$ cat config.mk
export PLATFORM = sky130hd
export DESIGN_NAME = imem_port_arbiter
export DESIGN_NICKNAME = d
export VERILOG_FILES = /design/src/rtl/imem_port_arbiter.sv
export SDC_FILE = /design/constraint.sdc
export NUM_CORES = 1
export LEC_CHECK = 0
export ABC_AREA = 1
export CORE_MARGIN = 10
export CORE_UTILIZATION = 37
export CTS_CLUSTER_DIAMETER = 200
export DETAILED_ROUTE_END_ITERATION = 8
export GPL_TIMING_DRIVEN = 1
export PLACE_DENSITY = 0.93
export SYNTH_ARGS = -nofsm -noshare
export SYNTH_HDL_FRONTEND = slang
export SYNTH_SLANG_ARGS = --single-unit
$ cat constraint.sdc
create_clock -name clk -period 2 [get_ports clk]
set_input_delay 0.5 -clock clk [delete_from_list [all_inputs] [get_ports clk]]
set_output_delay 0.5 -clock clk [all_outputs]
set_load 0.01 [all_outputs]
$ cat src/rtl/imem_port_arbiter.sv
// rtl/imem_port_arbiter.sv - instruction memory port arbiter between CPU fetch and ring NIC (optional IMEM_BOOT_HOLD_EN)
module imem_port_arbiter #(
  parameter int ADDR_W   = 32,
  parameter int DATA_W   = 32,
  parameter int MAX_WAIT = 4
) (
  input  logic              clk,
  input  logic              reset,
  input  logic              fetch_req,
  input  logic [ADDR_W-1:0] fetch_addr,
  input  logic              fetch_flush,
  output logic              fetch_gnt,
  output logic              fetch_valid,
  output logic [DATA_W-1:0] fetch_data,
  output logic              cpu_stall,
  input  logic              nic_req,
  input  logic              nic_we,
  input  logic [ADDR_W-1:0] nic_addr,
  input  logic [DATA_W-1:0] nic_wdata,
  output logic              nic_gnt,
  output logic              nic_valid,
  output logic [DATA_W-1:0] nic_rdata,
  output logic              mem_en,
  output logic              mem_we,
  output logic [ADDR_W-3:0] mem_addr,
  output logic [DATA_W-1:0] mem_wdata,
  input  logic [DATA_W-1:0] mem_rdata
`ifdef IMEM_BOOT_HOLD_EN
  ,
  input  logic              boot_done
`endif
);

  localparam logic [3:0] WAIT_MAX = 4'(MAX_WAIT);

  typedef enum logic [1:0] {OWN_NONE, OWN_FETCH, OWN_NIC} owner_t;

  owner_t            owner_q, owner_d;
  logic              nic_read_q, nic_read_d;
  logic [3:0]        nic_wait_q, nic_wait_d;
  logic [DATA_W-1:0] fetch_data_q, fetch_data_d;
  logic [DATA_W-1:0] nic_rdata_q, nic_rdata_d;
  logic              run;

  // Byte-offset bits are not used for word addressing.
  logic unused_addr_bits;
  assign unused_addr_bits = ^{fetch_addr[1:0], nic_addr[1:0]};

`ifdef IMEM_BOOT_HOLD_EN
  typedef enum logic {ST_BOOT, ST_RUN} state_t;
  state_t state_q, state_d;

  // Boot-hold state register.
  always_ff @(posedge clk) begin
    state_q <= state_d;
  end

  // Leave BOOT once the NIC reports the program loaded; RUN is terminal.
  always_comb begin
    state_d = state_q;
    if (reset) begin
      state_d = ST_BOOT;
    end else if (state_q == ST_BOOT && boot_done) begin
      state_d = ST_RUN;
    end
  end

  assign run = (state_q == ST_RUN);
`else
  assign run = 1'b1;
`endif

  // Grants: fetch wins unless the NIC has waited its limit; nothing granted in reset.
  always_comb begin
    nic_gnt   = 1'b0;
    fetch_gnt = 1'b0;
    if (!reset) begin
      nic_gnt   = nic_req & (~(fetch_req & run) | (nic_wait_q == WAIT_MAX));
      fetch_gnt = run & fetch_req & ~nic_gnt;
    end
  end

  // Memory port driven from whichever requester holds the grant.
  always_comb begin
    mem_en    = fetch_gnt | nic_gnt;
    mem_we    = nic_gnt & nic_we;
    mem_addr  = '0;
    mem_wdata = '0;
    if (fetch_gnt) begin
      mem_addr = fetch_addr[ADDR_W-1:2];
    end else if (nic_gnt) begin
      mem_addr  = nic_addr[ADDR_W-1:2];
      mem_wdata = nic_wdata;
    end
  end

  assign cpu_stall = fetch_req & ~fetch_gnt;

  // Response routing; a flush or a reset cycle suppresses the in-flight response.
  always_comb begin
    fetch_valid = ~reset & (owner_q == OWN_FETCH) & ~fetch_flush;
    nic_valid   = ~reset & (owner_q == OWN_NIC);
    fetch_data  = fetch_valid ? mem_rdata : fetch_data_q;
    nic_rdata   = (nic_valid & nic_read_q) ? mem_rdata : nic_rdata_q;
  end

  // Next-state for owner, wait counter and held response data.
  always_comb begin
    owner_d      = OWN_NONE;
    nic_read_d   = 1'b0;
    nic_wait_d   = 4'd0;
    fetch_data_d = fetch_data;
    nic_rdata_d  = nic_rdata;
    if (reset) begin
      fetch_data_d = '0;
      nic_rdata_d  = '0;
    end else begin
      if (fetch_gnt) begin
        owner_d = OWN_FETCH;
      end else if (nic_gnt) begin
        owner_d    = OWN_NIC;
        nic_read_d = ~nic_we;
      end
      if (nic_req && !nic_gnt) begin
        nic_wait_d = (nic_wait_q < WAIT_MAX) ? nic_wait_q + 4'd1 : nic_wait_q;
      end
    end
  end

  // Arbiter state registers.
  always_ff @(posedge clk) begin
    owner_q      <= owner_d;
    nic_read_q   <= nic_read_d;
    nic_wait_q   <= nic_wait_d;
    fetch_data_q <= fetch_data_d;
    nic_rdata_q  <= nic_rdata_d;
  end

endmodule
== Yosys cells after proc, flatten, opt, wreduce, memory -nomap -nowiden ==
Cells that the tools add are included.

* Multiply operators: 0
* Divide/modulo/power cells: 0
* Reduce and logical (&&, ||, !) cells: 5
* Equal/unequal tests: 3
* Multiplexer cells: 10
* Shifts and indexed selects: 0
* Magnitude comparators: 1
* Bitwise gates (word level): 18
* Add/sub/neg operators: 1

{| class="wikitable"
|+ Operators with widths
! kind !! number
|-
| $mux 32 || 4
|-
| $mux 30 || 2
|-
| $and 1x1->1 || 8
|-
| $not 1->1 || 8
|-
| $add 4x1->4 const B || 1
|-
| $eq 4x3->1 const B || 1
|-
| $lt 4x3->1 const B || 1
|-
| $reduce_or 2->1 || 2
|-
| $mux 1 || 3
|-
| $reduce_or 3->1 || 1
|-
| $eq 2x1->1 const B || 1
|-
| $eq 2x2->1 const B || 1
|-
| $mux 2 || 1
|-
| $or 1x1->1 || 2
|-
| $logic_and 1x1->1 || 1
|-
| $logic_not 1->1 || 1
|}

* Register bits: 71
* Input bits: 134
* Bits in latches: 0
* Memory bits (writable): 0
* Memories: 0
* ROM bits: 0
* Output and inout bits: 133

== Depth between registers and ports, before layout ==
Gate-level depths: netlist of run 1.

* Depth in word-level cells: 8
* Depth in mapped cells: 8

== Worst setup path after synthesis of run 1 ==
No wires, ideal clock.

* Kind: reg-to-output
* Start point: reg nic_wait_q[0]
* End point: out mem_en
* Stages on the path, launching flop included: 8
* Data arrival time: 1.269 ns
* Required time: 1.500 ns
* Setup slack: 0.231 ns
* Cells stage by stage: dfxtp_1 > inv_1 > ha_1 > nand3_1 > nand2_1 > nand2_1 > buf_2 > nand2_1

* Word-level cells in the longest chain between the ends: 7

{| class="wikitable"
|+ RTL lines
! item !! line !! RTL
|-
| start, declared || 40 || <nowiki>logic [3:0] nic_wait_q, nic_wait_d;</nowiki>
|-
| start signal, assigned || 134 || <nowiki>nic_wait_q <= nic_wait_d;</nowiki>
|-
| $eq 4x3->1 (*) || 78 || <nowiki>nic_gnt = nic_req & (~(fetch_req & run) | (nic_wait_q == WAIT_MAX));</nowiki>
|-
| $or 1x1->1 (*) || 78 ||
|-
| $and 1x1->1 (*) || 78 ||
|-
| $not 1->1 || 79 || <nowiki>fetch_gnt = run & fetch_req & ~nic_gnt;</nowiki>
|-
| $and 1x1->1 || 79 ||
|-
| $mux 1 || 77 || <nowiki>if (!reset) begin</nowiki>
|-
| $or 1x1->1 (*) || 85 || <nowiki>mem_en = fetch_gnt | nic_gnt;</nowiki>
|-
| end, declared || 23 || <nowiki>output logic mem_en,</nowiki>
|}

Every way passes the cells marked *; elsewhere a longest branch is shown, timed or not.

== Final worst setup path of run 1 ==
* Start point: reg owner_q[0]
* End point: out nic_rdata[16]

* Word-level cells in the longest chain between the ends: 4

{| class="wikitable"
|+ RTL lines
! item !! line !! RTL
|-
| start, declared || 38 || <nowiki>owner_t owner_q, owner_d;</nowiki>
|-
| start signal, assigned || 132 || <nowiki>owner_q <= owner_d;</nowiki>
|-
| $eq 2x2->1 || 102 || <nowiki>nic_valid = ~reset & (owner_q == OWN_NIC);</nowiki>
|-
| $and 1x1->1 || 102 ||
|-
| $and 1x1->1 || 104 || <nowiki>nic_rdata = (nic_valid & nic_read_q) ? mem_rdata : nic_rdata_q;</nowiki>
|-
| $mux 32 || 104 ||
|-
| end, declared || 22 || <nowiki>output logic [DATA_W-1:0] nic_rdata,</nowiki>
|}

Every way passes these cells.

==> run summary, run 1 <==
The flow ran to the end, but the final reports show violations. The final reports fail on design-rule violations, negative setup slack. The longest clock path from root to sink contains 2 buffers. The start-to-end type of the worst setup path is flip-flop to primary output. In this run the tool buffered the top-level ports with 262 buffer cells. The number of clock sinks is 71, and the floorplan die area is 15590 sq um.

The first-iteration detailed-routing DRC count came out at 676. Fraction of the mapped netlist area in adder cells: 0.006152. Clock-pin slew was measured on the worst setup and hold paths at 70 ps.

The largest net degree at the start of global routing is 34. The library cell used as clock root buffer was clkbuf_8. The wire length per cell came out at 21.77 um. The final setup TNS came out at -13060 ps.

The number of design rule violations left after detail routing was 1. Along the worst path, the maximum fanout reaches 6. The worst slack after detailed placement is -872.1 ps. After synthesis, the largest family of logic cells by area is simple AND/OR/NAND/NOR gates.

Synthesis produced 691 cells. The register share of total power is 0.358, and the number of buffers created by CTS is 9. Summing all non-filler instances in the final layout gives an area of 9523 sq um.

The tools report the post-layout utilization of the core as 0.8823. Clock latency on the worst-skew pair, taken at its later pin, is 370 ps. The share of final-layout standard cells stronger than drive strength 1 is 0.5018. The die height is 124.9 um, and the number of iterations in the first detailed-routing pass is 8. The max-slew headroom at the worst pin is 0.6428.

The final critical path time including I/O delays and setup came out at 2270 ps. For the combinational cell fraction of total power, the log shows 0.291. In this run the horizontal extent of the chip is 124.9 um.

The tools report the clock network fraction of design power as 0.351. The total of endpoints with negative setup slack in the final report came out at 138. The overall via count from detail_route is 6480, and the worst setup slack after layout is -270.4 ps. The average instance area after synthesis came out at 5.887 sq um. The simple-gate share of the synthesized area works out to 0.3436. STA classifies the critical path endpoint as a primary output. The post-synthesis instance area was 4068 sq um; the reported max-cap violation count was 0.

IR analysis of the VDD net gives a maximum drop of 349.9 uV. The register area share after synthesis was 0.3494; the global-route usage over all layers was 0.2765. The total wire length after detailed routing is 27520 um.

STA classifies the critical path startpoint as a flip-flop. Dividing total power by cell area gives a power density of 426.3 nW/um^2. The share of the synthesized netlist area taken by xor and xnor gates is 0.002153, and the fraction of synthesized area in multiplexers is 0.

Relative to the synthesized area, the layout overhead comes to 134.1%. The antenna violation net count after detailed routing came out at 0. Internal power comes to 2892 uW. The number of synthesized register bits is 71, and the maximum clock frequency is 440.4 MHz.

The initial standard-cell utilization of the core is 0.3769, and the placed wire-length estimate after detailed placement is 14250 um. Initial antenna violation count: 6. Count of pins over their slew limit: 0.

After synthesis, the netlist uses 19 different library cells. Routability-driven placement finished with a final weighted congestion of 0.8479. Summed over all layers, the global routing overflow is 0. For this run, the number of Yosys warnings is 0. For this design the total switching power over the nets is 1168 uW. For the first-pass GRT wire length, the log shows 34980 um.

The tightest min-delay check is of the primary input to flip-flop type. The number of standard-cell rows in the floorplan is 38, and the slew at the pin closest to its max-slew limit is 535.8 ps. The run gives 1500 ps as the required time of the critical path.

The net total in the final layout is 1250, and the hold buffer count at cts is 0. The routed via count divided by cell count works out to 5.127. The fraction of the mapped netlist area in compound gates is 0.05844, and the data arrival time of the worst path is 1770 ps. Setup repair after global routing could not meet its margin everywhere. The final hold violation count was 0; the deepest level of the CTS H-tree was 3. The logs give 267 for the top-level port count and 827 for the number of nets in the synthesized netlist.

Summing all placed instances gives a cell area of 7355 sq um. The switching power as a share of total power was 0.2876. The via count of the first global-routing pass is 6517. Leakage power: 0.005104 uW. For the final database, setup skew stands at 21.35 ps. The placeable core area was 10790 sq um. The share of the clock period used by the worst path is 1.135. TritonCTS built the clock tree.
## synthesized netlist by cell type
cell type	number	area share
inv_1	166	0.15
buf_1	1	0.00092
o21ai_1	14	0.017
buf_2	16	0.020
dfxtp_1	71	0.35
nor2_1	109	0.10
inv_2	40	0.037
nand4_1	34	0.052
nor2_2	1	0.0015
ha_1	2	0.0062
xor2_1	1	0.0022
buf_4	2	0.0037
clkbuf_1	16	0.015
nand2_1	161	0.15
a21oi_1	2	0.0025
nor3_1	1	0.0012
o21ai_2	18	0.039
buf_6	4	0.011
nand3_1	32	0.039
## through the flow
stage / hold WS, ps / cells / total power (uW)
after floorplan: 444.6 / 691 / 1778
after global placement: 455.8 / 1133 / 2378
after detailed placement: 458.8 / 1133 / 2396
after CTS: 458.1 / 1246 / 3859
after global routing: 437.0 / 1264 / 4169
final: 454.2 / 1264 / 4060
## registers in the layout (all words and copies together), names as in the netlist
register / count
fetch_data_q: 32
nic_rdata_q: 32
nic_wait_q: 4
owner_q: 2
nic_read_q: 1
## cell type report
class | count | area [sq um]
antenna | 6 | 15.01
clock buffer | 11 | 131.4
clock inverter | 4 | 95.09
fill | 462 | 1270
inverter | 206 | 793.3
multi-input combinational | 375 | 2472
sequential | 71 | 1429
tap | 140 | 175.2
timing repair buffer | 451 | 4412
## cell families after synthesis
logic type	after synthesis
AOI/OAI and AO/OA	34
xor gates and xnor gates	1
adders and majority gates	2
buffers and inverters	245
DFF	71
and+or+nand+nor	338
## power by group through the flow
stage	registers, uW	clock network (uW)	logic, uW
CTS	1450	1370	1040
floorplan	1480	0	299
global route	1460	1470	1240
finish	1450	1430	1180
global placement	1480	0	898
detailed placement	1480	0	915
## layout by cell type (no fill, tap or decap), types with 2 or more instances in the layout
cell / synthesis / final
dfxtp_1: 71 / 67
dfxtp_2: 0 / 3
clkdlybuf4s50_1: 0 / 123
buf_4: 2 / 139
inv_2: 40 / 64
buf_12: 0 / 17
buf_6: 4 / 90
inv_4: 0 / 3
buf_8: 0 / 5
clkbuf_16: 0 / 4
nand4_1: 34 / 34
buf_16: 0 / 9
nor2_1: 109 / 87
clkdlybuf4s15_2: 0 / 2
nand3_2: 0 / 4
nor2_4: 0 / 12
clkbuf_8: 0 / 9
nand2_2: 0 / 68
dlymetal6s2s_1: 0 / 2
clkbuf_1: 16 / 2
inv_1: 166 / 138
diode_2: 0 / 6
buf_2: 16 / 56
dlygate4sd2_1: 0 / 2
o21ai_4: 0 / 32
nand2_4: 0 / 24
a21oi_1: 2 / 2
bufinv_16: 0 / 3
nand3_1: 32 / 27
nor2_2: 1 / 11
nand2_1: 161 / 69
## worst max-delay path, cell delays in order, from the launching register on
cell	delay, ps
dfxtp_2	330
buf_6	120
nor2_4	140
buf_6	150
buf_12	110
nand4_1	210
nand2_2	190
inv_2	50
buf_6	120
## repair_timing
item | CTS | global route
setup endpoints to repair | 133 | 141
cloned | 10 | 4
pin swaps | 36 | 44
buffers inserted | 91 | 19
gates resized for setup | 734 | 188
## layer usage
| metal | track usage | share of wire |
|---|---|---|
| met5 | 0 | 0 |
| met4 | 0.1477 | 0.071 |
| met3 | 0.08936 | 0.094 |
| met2 | 0.5174 | 0.51 |
| met1 | 0.2611 | 0.33 |
## worst paths after layout
kind,cells after the start,end,slack (ps),from
worst min-delay path,3,nic_rdata_q[21],450,reset
worst max register to register,14,nic_rdata_q[16],-70,owner_q[0]
worst max-delay path,8,nic_rdata[16],-270,owner_q[0]
worst min register to register,2,nic_wait_q[3],510,nic_wait_q[3]
(Power assumes the default switching activity.)
==> inputs of run 2 (changes only) <==
--- a/config.mk
+++ b/config.mk
@@ -11,7 +11,7 @@
 export CTS_CLUSTER_DIAMETER = 200
 export DETAILED_ROUTE_END_ITERATION = 8
 export GPL_TIMING_DRIVEN = 1
-export PLACE_DENSITY = 0.93
+export PLACE_DENSITY = 0.8
 export SYNTH_ARGS = -nofsm -noshare
 export SYNTH_HDL_FRONTEND = slang
 export SYNTH_SLANG_ARGS = --single-unit
==> run summary, run 2 <==
Deepest level of the CTS H-tree: 3 (unchanged). The tool reported: "[ERROR GRT-0232] Routing congestion too high. Check the congestion heatmap in the GUI". The post-synthesis instance total is 691 (unchanged), and the number of warnings reported in the yosys synthesis log is 0 (unchanged). Kind of pin the worst path terminates on: an output port.

The hold buffer count at cts came out at 0 (unchanged). Library cell used as clock root buffer: clkbuf_8 (unchanged). The cell type with the highest aggregate area in the netlist is dfxtp_1 (unchanged). The last worst endpoint in the global-route repair_timing was mem_addr[3]. Number of nets in the synthesized netlist: 827 (unchanged).

The total grt overflow came out at 391. Most common library cells after synthesis: 166 x inv_1, 161 x nand2_1, 109 x nor2_1, 71 x dfxtp_1, 40 x inv_2 (unchanged). The share of Yosys cell area claimed by the top area cell type came out at 0.3494 (unchanged).

The global-route usage over all layers was 0.7756. Most used standard cell by instance count after synthesis: inv_1 (unchanged). Routability congestion estimate from global placement: 0.8572 (was 0.8479).

The die height came out at 124.9 um (unchanged). The initial antenna violation count is 7. The run stopped with a tool error.

The number of enable-type register cells in the synthesized netlist is 0 (unchanged). The number of synthesized register bits is 71 (unchanged). Entering global routing, the biggest net connects 52 pins.

The number of buffers inserted by port buffering was 262 (unchanged). For the number of buffers created by CTS, the log shows 9 (unchanged). For the initial standard-cell utilization of the core, the log shows 0.3769 (unchanged). The post-synthesis instance area was 4068 sq um (unchanged).

The count of distinct cell types in the synthesized netlist was 19 (unchanged); the fraction of synthesis flops using an asynchronous set or reset pin was 0 (unchanged). Average instance area after synthesis: 5.887 sq um (unchanged). The maximum root-to-sink buffer count came out at 2 (unchanged). The top flip-flop cell by instance count after synthesis was dfxtp_1 (unchanged). The register area share after synthesis is 0.3494 (unchanged). The placed wire-length estimate after detailed placement came out at 14080 um (was 14250 um).

The top-level port count came out at 267 (unchanged). The run ended at global routing. Top cells by area in the synthesized netlist: dfxtp_1 35%, inv_1 15%, nand2_1 15% (unchanged). The floorplan die width came out at 124.9 um (unchanged). The number of standard-cell rows in the floorplan is 38 (unchanged), and the cell count after placement is 1145 (was 1133). The number of clock sinks was 71 (unchanged).
[run 2: cell counts after synthesis]
Identical to the previous run, type by type.
[run 2: layer usage]
metal	GRT overflow	global-route usage
met1	2	0.7041
met2	264	0.9479
met3	4	0.6800
met4	121	0.8665
met5	0	0.1830
[run 2: timing repair]
action / 4_1_cts
setup endpoints to repair: 133
gates resized for setup: 773
pin swaps: 45
hold endpoints to repair: 0
cloned: 13
buffers inserted: 165
[run 2: cells by family after synthesis]
| family | after synthesis | synth area share |
|---|---|---|
| xor gates and xnor gates | 1 | 0.002154 |
| DFF | 71 | 0.3494 |
| and+or+nand+nor | 338 | 0.3436 |
| buffers and inverters | 245 | 0.2402 |
| adders and majority gates | 2 | 0.006151 |
| AOI/OAI and AO/OA | 34 | 0.05844 |
[run 2: metrics by stage]
step                      TNS, ps  worst slack [ps]  cell area [sq um]
after floorplan                 0             230.6               4068
after global placement     -72890            -717.6               7407
after CTS                  -20460            -241.5               9487
after detailed placement   -74810            -748.6               7407
==> inputs of run 3 (changes only) <==
--- a/config.mk
+++ b/config.mk
@@ -7,11 +7,10 @@
 export LEC_CHECK = 0
 export ABC_AREA = 1
 export CORE_MARGIN = 10
-export CORE_UTILIZATION = 37
-export CTS_CLUSTER_DIAMETER = 200
+export CORE_UTILIZATION = 25
 export DETAILED_ROUTE_END_ITERATION = 8
 export GPL_TIMING_DRIVEN = 1
-export PLACE_DENSITY = 0.8
+export PLACE_DENSITY_LB_ADDON = 0.15
 export SYNTH_ARGS = -nofsm -noshare
 export SYNTH_HDL_FRONTEND = slang
 export SYNTH_SLANG_ARGS = --single-unit
==> run summary, run 3 (same netlist as run 1, synthesis figures left out) <==
The first global-routing pass estimated 29840 um of wire. For this run, the post-layout net count is 1219. The logs give 0.297 for the combinational cell fraction of total power and 0 for the initial antenna violation count.

The count of pins over their slew limit came out at 0. The share of the clock period used by the worst path came out at 1.113. The total of endpoints with negative setup slack in the final report came out at 130.

The tools report the first-iteration detailed-routing DRC count as 156. The run gives -225.5 ps as the worst setup slack after layout. Max-cap violations in this run came to 0. The floorplan die width was 147.6 um (was 124.9 um). The largest registers in the layout are fetch_data_q x32, nic_rdata_q x32, nic_wait_q x4. The library cell used as clock root buffer is clkbuf_16 (was clkbuf_8). The first detailed-routing pass ran for 4 iterations.

The tools report the kind of launch point of the worst setup path as a primary input. The placed wire-length estimate after detailed placement was 13150 um (was 14080 um); the antenna diode instance count was 0. The run finished, with violations left.

The initial standard-cell utilization of the core was 0.2551 (was 0.3769); the routability congestion estimate from global placement was 0.8172 (was 0.8572). The maximum fanout count along the critical path works out to 7. Hold buffer count at cts: 0 (unchanged). The tools report the placed standard-cell area as 7435 sq um (was 7407 sq um).

The die height is 147.6 um (was 124.9 um), and the maximum clock frequency is 449.3 MHz. The global-route usage over all layers was 0.1713. TritonCTS built the clock tree. The type of destination of the critical path is a primary output.

Data arrives at the worst endpoint at 1730 ps. The launching point of the worst reg2reg path is owner_q[0]. STA puts the critical path data required time at 1500 ps. Dividing the detail-routed via count by the number of cells gives 4.210. Slew at the pin closest to its max-slew limit: 723.7 ps. The tools report the switching power as 1160 uW. The logs give 0.363 for the clock network fraction of design power and 0.5176 for the max-slew headroom at the worst pin. The top-level port count was 267 (unchanged); the number of clock sinks was 71 (unchanged).

The area growth from synthesis to layout is 149.1%. Share of final-layout standard cells stronger than drive strength 1: 0.5322. The run gives 3 (unchanged) as the deepest level of the CTS H-tree. The via count of the first global-routing pass is 5346, and the length in cells of the worst reg-to-reg path is 10. Counting instances, the worst hold path has a depth of 4. Number of design rule violations left after detail routing: 0.

The total area inside the core boundary comes to 15940 sq um. The total grt overflow was 0; the worst clock skew on the final layout was 4.877 ps. The number of standard-cell rows in the floorplan is 46 (was 38), and the total wire length after detailed routing is 20540 um. The wire length per cell came out at 15.78 um.

The final critical path time including I/O delays and setup is 2226 ps. The run gives 1207 (was 1145) as the cell count after placement. The run gives 9 (unchanged) as the number of buffers created by CTS. The final setup TNS is -13650 ps. Number of buffers inserted by port buffering: 262 (unchanged). The start-to-end type of the worst setup path was primary input to primary output.

The final reports fail on negative setup slack. The cell internal power dissipation came out at 3106 uW. Setup repair after global routing could not meet its margin everywhere.

The run gives 0 as the final hold violation count. The top cell types in the final layout, fill and taps aside, are 134 x inv_1, 125 x clkdlybuf4s50_1, 120 x buf_6, 93 x buf_4, 77 x nand2_2. The latest clock arrival within the worst-skew pair is 340 ps.

The register share of total power was 0.340. Critical path launch point: fetch_flush. The launch point of the worst hold path was nic_rdata_q[22]. For this run, the number of standard cells in the final layout without fillers is 1302. The switching power as a share of total power was 0.2719. For this design the static power due to leakage is 0.005135 uW.

The floorplan step defined a die boundary enclosing 21770 sq um. The power density over cell area came out at 421.0 nW/um^2. For this block, the via count after detailed routing is 5482.

The finished cells cover 10130 sq um. Largest net degree at the start of global routing: 65. IR analysis of the VDD net gives a maximum drop of 391.4 uV.

Clock-pin slew was measured on the worst setup and hold paths at 60 ps. Leaving out fill and tap cells, the most frequent cell in the layout is inv_1. The maximum root-to-sink buffer count came out at 2 (unchanged).

Once detail routing completed, the nets flagged for antenna violations numbered 0. The path category of the worst min-delay check was flip-flop to flip-flop.
==> run 3: repair_timing <==
action | CTS | global route
pin swaps | 23 | 42
gates resized for setup | 746 | 270
setup endpoints to repair | 133 | 132
setup buffers | 32 | 28
gates cloned | 15 | 9
==> run 3: final cells by class <==
cell class                      count  area [sq um]
Fill cell                        1421          5811
Timing Repair Buffer              420          4579
Multi-Input combinational cell    375          2790
Sequential cell                    71          1429
Inverter                          206         785.8
Tap cell                          216         270.3
Clock buffer                       10         229.0
Clock inverter                      4         48.80
==> run 3: stage by stage <==
stage                 util  hold WS, ps  power, uW  setup WS, ps
floorplan                -        444.6       1778         230.6
global placement    0.4663        511.5       2392        -765.5
detailed placement  0.4663        514.5       2391        -773.8
CTS                 0.5483        523.2       4155        -264.8
global route        0.6355        559.4       4449        -287.6
finish              0.6355        527.5       4266        -225.5
==> run 3: layer usage <==
layer / share of wire / GRT usage / routed length (um) / up-vias
met5: 0 / 0 / 0 / -
met4: 0.011 / 0.03717 / 217 / 0
met3: 0.078 / 0.06502 / 1595 / 14
met2: 0.53 / 0.3190 / 10800 / 159
met1: 0.39 / 0.1778 / 7930 / 2532
li1: - / - / - / 2777
==> run 3: worst max-delay path, cell delays in order <==
cell,delay [ps]
clkdlybuf4s15_1,170
nor2_2,140
nand2_4,90
buf_12,140
buf_16,120
buf_12,140
o21ai_2,150
inv_2,40
clkdlybuf4s15_2,230
==> run 3: path summary, 6_finish.rpt <==
kind	end	slack (ps)
worst min-delay path	nic_rdata_q[22]	530
worst min register to register	nic_rdata_q[22]	530
worst max-delay path	fetch_data[9]	-230
worst max register to register	fetch_data_q[6]	500
==> run 3: power by group through the flow <==
| stage | combinational (uW) | clock [uW] | sequential [uW] |
|---|---|---|---|
| 3_3_place_gp | 911 | 0 | 1480 |
| 3_5_place_dp | 910 | 0 | 1480 |
| 6_report | 1270 | 1550 | 1450 |
| 5_1_grt | 1350 | 1640 | 1450 |
| 2_1_floorplan | 299 | 0 | 1480 |
| 4_1_cts | 1110 | 1600 | 1450 |
==> inputs of run 4 (changes only) <==
--- a/config.mk
+++ b/config.mk
@@ -11,6 +11,7 @@
 export DETAILED_ROUTE_END_ITERATION = 8
 export GPL_TIMING_DRIVEN = 1
 export PLACE_DENSITY_LB_ADDON = 0.15
+export SLEW_MARGIN = 20
 export SYNTH_ARGS = -nofsm -noshare
 export SYNTH_HDL_FRONTEND = slang
 export SYNTH_SLANG_ARGS = --single-unit
==> results of run 4 <==
Same layout as run 3: the final DEF is identical, and so are final timing and power.
